==> src/rtl/alu_divider.sv <==
// alu_divider: multi-cycle radix-2 restoring divider for DIV/DIVU/REM/REMU.
// It produces one quotient bit per cycle, takes WIDTH cycles in CALC, and
// signals the result with a one-cycle done pulse. Divide-by-zero and signed
// overflow bypass the iteration and finish one cycle after acceptance.
//
// state | meaning
// IDLE  | waiting for start with a divider AluControl code
// CALC  | iterating, one quotient bit per cycle (busy=1)
// DONE  | done=1 for one cycle, result and flags valid
module alu_divider #(
  parameter int WIDTH = 32
) (
  input  logic             clk,
  input  logic             reset,
  input  logic             start,
  input  logic [4:0]       AluControl,
  input  logic [WIDTH-1:0] a,
  input  logic [WIDTH-1:0] b,
  output logic             busy,
  output logic             done,
  output logic [WIDTH-1:0] result,
  output logic             div_by_zero,
  output logic             overflow
);

  localparam logic [4:0] DIV_SGN  = 5'b01111;
  localparam logic [4:0] DIV_USGN = 5'b10000;
  localparam logic [4:0] REM_SGN  = 5'b10001;
  localparam logic [4:0] REM_USGN = 5'b10010;

  localparam int CW = $clog2(WIDTH + 1);
  localparam logic [CW-1:0]    LAST = CW'(WIDTH - 1);
  localparam logic [WIDTH-1:0] MIN  = {1'b1, {(WIDTH-1){1'b0}}};

  typedef enum logic [1:0] {S_IDLE, S_CALC, S_DONE} state_t;

  state_t           state_q;
  logic [WIDTH-1:0] quo_q, rem_q, dvs_q, result_q;
  logic [CW-1:0]    cnt_q;
  logic             sel_div_q, neg_quo_q, neg_rem_q;
  logic             busy_q, done_q, dz_q, ov_q;

  logic             op_valid, op_div, op_sgn, b_zero, ovf;
  logic [WIDTH-1:0] a_abs, b_abs, special_res;
  logic [WIDTH:0]   shifted, diff;
  logic [WIDTH-1:0] quo_d, rem_d, final_res;

  // Request decode plus one restoring step on the current partial remainder.
  always_comb begin
    op_valid    = (AluControl == DIV_SGN) || (AluControl == DIV_USGN) ||
                  (AluControl == REM_SGN) || (AluControl == REM_USGN);
    op_div      = (AluControl == DIV_SGN) || (AluControl == DIV_USGN);
    op_sgn      = (AluControl == DIV_SGN) || (AluControl == REM_SGN);
    b_zero      = (b == '0);
    ovf         = op_sgn && (a == MIN) && (b == '1);
    a_abs       = (op_sgn && a[WIDTH-1]) ? -a : a;
    b_abs       = (op_sgn && b[WIDTH-1]) ? -b : b;
    special_res = b_zero ? (op_div ? '1 : a) : (op_div ? MIN : '0);

    // The shifted remainder needs one extra bit; the borrow is diff's MSB.
    shifted = {rem_q, quo_q[WIDTH-1]};
    diff    = shifted - {1'b0, dvs_q};
    if (!diff[WIDTH]) begin
      rem_d = diff[WIDTH-1:0];
      quo_d = {quo_q[WIDTH-2:0], 1'b1};
    end else begin
      rem_d = shifted[WIDTH-1:0];
      quo_d = {quo_q[WIDTH-2:0], 1'b0};
    end
    final_res = sel_div_q ? (neg_quo_q ? -quo_d : quo_d)
                          : (neg_rem_q ? -rem_d : rem_d);
  end

  // Sequencer with registered outputs; done and the flags default low.
  always_ff @(posedge clk) begin
    if (reset) begin
      state_q   <= S_IDLE;
      quo_q     <= '0;
      rem_q     <= '0;
      dvs_q     <= '0;
      cnt_q     <= '0;
      result_q  <= '0;
      sel_div_q <= 1'b0;
      neg_quo_q <= 1'b0;
      neg_rem_q <= 1'b0;
      busy_q    <= 1'b0;
      done_q    <= 1'b0;
      dz_q      <= 1'b0;
      ov_q      <= 1'b0;
    end else begin
      done_q <= 1'b0;
      dz_q   <= 1'b0;
      ov_q   <= 1'b0;
      case (state_q)
        S_IDLE: begin
          if (start && op_valid) begin
            sel_div_q <= op_div;
            if (b_zero || ovf) begin
              result_q <= special_res;
              dz_q     <= b_zero;
              ov_q     <= ovf;
              done_q   <= 1'b1;
              state_q  <= S_DONE;
            end else begin
              quo_q     <= a_abs;
              dvs_q     <= b_abs;
              rem_q     <= '0;
              cnt_q     <= '0;
              neg_quo_q <= op_sgn && (a[WIDTH-1] ^ b[WIDTH-1]);
              neg_rem_q <= op_sgn && a[WIDTH-1];
              busy_q    <= 1'b1;
              state_q   <= S_CALC;
            end
          end
        end
        S_CALC: begin
          quo_q <= quo_d;
          rem_q <= rem_d;
          cnt_q <= cnt_q + 1'b1;
          if (cnt_q == LAST) begin
            busy_q   <= 1'b0;
            done_q   <= 1'b1;
            result_q <= final_res;
            state_q  <= S_DONE;
          end
        end
        S_DONE:  state_q <= S_IDLE;
        default: state_q <= S_IDLE;
      endcase
    end
  end

  assign busy        = busy_q;
  assign done        = done_q;
  assign result      = result_q;
  assign div_by_zero = dz_q;
  assign overflow    = ov_q;

endmodule

==> config.mk <==
export PLATFORM = sky130hd
export DESIGN_NAME = alu_divider
export DESIGN_NICKNAME = d
export VERILOG_FILES = /design/src/rtl/alu_divider.sv
export SDC_FILE = /design/constraint.sdc
export NUM_CORES = 1
export LEC_CHECK = 0
export CAP_MARGIN = 20
export CORE_ASPECT_RATIO = 1.4
export CORE_MARGIN = 8
export CORE_UTILIZATION = 59
export CTS_BUF_LIST = sky130_fd_sc_hd__clkbuf_4 sky130_fd_sc_hd__clkbuf_8 sky130_fd_sc_hd__clkbuf_16
export CTS_CLUSTER_DIAMETER = 40
export DETAILED_ROUTE_END_ITERATION = 6
export GPL_TIMING_DRIVEN = 0
export PLACE_DENSITY = 0.82
export SLEW_MARGIN = 0
export SYNTH_ARGS = -nofsm -noshare
export SYNTH_HDL_FRONTEND = slang
export SYNTH_SLANG_ARGS = --single-unit
export TNS_END_PERCENT = 5
==> constraint.sdc <==
create_clock -name clk -period 6 [get_ports clk]
set_clock_uncertainty 0.05 [all_clocks]
set_input_delay 1.5 -clock clk [delete_from_list [all_inputs] [get_ports clk]]
set_output_delay 1.5 -clock clk [all_outputs]
set_load 0.03 [all_outputs]
==> impl_results.md <==
* Commonest non-fill, non-tap cell in the layout: nor2_1
* Most area-hungry cell type in the Yosys netlist: dfxtp_1
* Register area share after synthesis at 0.256
* HP Start: dvs_q[21]
* Reg-to-Reg Start: quo_q[31]
* Initial antenna violation count at 2
* LEAKAGE at approximately 4.8 nW
* Clk root buf: clkbuf_16
* Critical path's top delay family: simple AND/OR/NAND/NOR gates
* Drt drc at 0
* Clk slew on worst S/H paths at around 0.060 ns
* DIE HEIGHT at 179 microns
* DIE AREA at 23,700 sq um
* Cell Area, Placed at 12,600 sq um
* Htree depth at 4
* I/O Pins at 108
* Pin count of the biggest net entering global routing at 17
* P&R area growth vs syn at 18.6%
* Filler instances at ~1,600
* Net count, final at ~1,800
* First-pass iteration count of the detailed router at 6
* Status: complete, no violations
* Yosys warning count at 0
* Number of global-route vias before repair at 12,138
* RSZ-0062 raised after global routing: false
* Synthesized area per cell at 7.25 sq um
* Buf/Inv on CP at 4
* Gpl congestion at 1.00
* Gate Count Post-Synth at 1,546
* Worst Setup End Kind: register
* Most frequent cells in the layout: nor2_1 (233), nand2_1 (145), dfxtp_1 (142)
* Least-Margin Pin Slew at 1.14 ns
* Iter 0 DRT Violations at 1,179
* Fraction of layout cells with a size suffix above 1 at 0.0558
* Top post-synthesis cells by area: dfxtp_1 (26%), nor2_1 (7.8%), xor2_1 (6.4%), a21oi_1 (6.3%), xnor2_1 (5.2%)
* Slew Viols, Final at 0
* Crit start category: primary input
* Initial core utilization at 0.602
* Area of the multi-input gates at 7720 sq um
* Clock buffer depth at 2
* Mapped Nets at between 1,500 and 2,000
* WP data required at 6.32 ns
* Slowest cell on the critical path: clkbuf_1
* WL/cell at 21.5 microns
* TritonCTS clock tree: done
* Slew headroom at 0.235
* DR vias/cell at 6.48
* Async set or reset register ratio after synthesis at 0
* CP dominant cell by count: nor2_1
* Die width at 132 microns
* Number of synthesized flops with an enable pin at 0
* Vias at 12,497
* Diode count at 0
* Setup_tns at 0 ns
* Row count at 59
* Total Power at 4.03 mW
* #FFs+latches synth at 143
* Storage element area at approximately 2900 sq um
* Synth Cell Area at 11,200 sq um
* Final setup viols at 0
* Max_cap viols at 0
* Gr usage total at 0.344
* VDD IR max at approximately 0.00024 V
* Finished Cell Area at 13,300 sq um
* Hpwl dp at 32,400 microns
* Worst min path class: reg2reg
* Power per cell area at 303 nW/um^2
* Crit share post-route at 0.968
* Register-to-register setup slack at 0.25 ns
* Critical path's largest stage delay at 0.65 ns
* Core footprint at 18,600 sq um
* Main flop type after synthesis: dfxtp_1
* Worst Path Max Fanout at 10
* Critical path class: in2reg
* Buffers on Ports at 106
* Number of distinct library cells after synthesis at 82
* Routed wire length at ~42,000 microns
* CTS Buf Count at 17
* Grt ovf at 0
* CP arrival at 6.13 ns
* Clk_lat worst skew at 0.44 ns
* Worst setup startpoint: a[0]
* Final Hold Vio Count at 0
* Final antenna-violating net count at 0
* Share of the synthesized area in the top cell type at 0.256
* CP Cell Sequence: clkdlybuf4s50_1 -> inv_1 -> ha_1 -> nand4_1 -> nor2_1 -> nand3_1 -> nor4_2 -> and3_1 -> or2_1 -> nor2_1 -> nor2_1 -> or2_2 -> clkbuf_1 -> clkbuf_1 -> a21oi_1 -> nor2_1
* Clock sink count at ~140
* First-pass GRT wire length at 64,600 microns
* Final min period at 5.81 ns
* Max Freq at approximately 170 MHz
cells by family (layout without fill, tap and decap cells):
logic type,Yosys count,in the layout,synth area share
AO/OA/AOI/OAI,476,476,0.273
XOR/XNOR,150,150,0.118
adder cells (fa/ha/maj),39,39,0.0442
buffers and inverters,156,295,0.0572
flip-flops,143,143,0.256
multiplexers,24,24,0.0219
AND/OR/NAND/NOR,558,558,0.230
sequential cells by signal (all words and copies together) (netlist names):
name         count
busy             1
cnt_q            6
div_by_zero      1
done             1
dvs_q           32
neg_quo_q        1
neg_rem_q        1
overflow         1
quo_q           32
rem_q           32
result          32
sel_div_q        1
state_q          2
timing repair:
action / in CTS / in global routing
pin swaps: 0 / 1
setup buffers: 0 / 2
hold buffers: 0 / 0
endpoints found under the setup margin: 3 / 71
cloned: 0 / 0
gates resized for setup: 2 / 10
synthesized netlist by cell type, types with 4 or more instances:
master     number
or4_1          10
mux2_2          4
o21ai_0        98
o21a_1         10
nand2b_1       11
a21o_1          6
nor2_1        233
o21bai_1        4
clkbuf_1       76
inv_1          49
nor3_1         30
o31ai_1        29
nor4_1         15
dfxtp_1       143
o41ai_1        13
nand3b_1        7
a222oi_1        4
o2111ai_1       4
o21ai_1         6
mux2i_1        20
nand4_1        25
buf_2          22
a22oi_1        15
and3_1         10
o22ai_1         8
ha_1           38
a311oi_1       16
or3_1          14
nand3_1        16
a211oi_1       57
nand2_1       145
a31oi_1        13
o211ai_1       18
xnor2_1        67
nor2b_1        10
and2_1          8
xor2_1         82
a21oi_1       141
worst paths after layout:
path                                    to  cells past startpoint
worst max-delay path              rem_q[0]                     16
worst min register to register   dvs_q[21]                      2
worst min-delay path             dvs_q[21]                      2
worst max register to register  result[30]                     24
power by group:
part / total, mW / leakage (nW) / internal (mW) / switching [mW]
Sequential: 1.01 / 1.16 / 0.976 / 0.0341
Clock: 1.25 / 0.321 / 0.792 / 0.457
Combinational: 1.77 / 3.34 / 0.647 / 1.12
Total: 4.03 / 4.82 / 2.42 / 1.62
per-stage QoR:
step                hold WS, ns  setup slack [ns]  cells  utilization
CTS                       0.406            0.0120   1928        0.712
global placement          0.390            -0.419   1896        0.676
finish                    0.407             0.192   1929        0.714
floorplan                 0.382              1.12   1546            -
global route              0.420            0.0298   1929        0.714
detailed placement        0.399            -0.405   1896        0.676
worst min-delay path, delay by kind of cell (launching register included):
family,cells,cell delay (ns)
compound gates,1,0.05
flops,1,0.31
simple gates,1,0.05
routing by layer:
layer,part of all wire,vias up,global-route usage
li1,-,5817,-
met1,0.36,5733,0.366
met2,0.49,741,0.598
met3,0.081,204,0.0656
met4,0.070,2,0.261
met5,0.00026,-,0
layout make-up:
type / instances / share of cell area
buffer: 105 / 0.0343
clock buffer: 19 / 0.0332
clock inverter: 13 / 0.0176
inverter: 50 / 0.0141
multi-input combinational: 1247 / 0.581
sequential: 143 / 0.216
tap: 244 / 0.0230
timing repair buffer: 108 / 0.0810
Power figures use the tool's default switching activity.
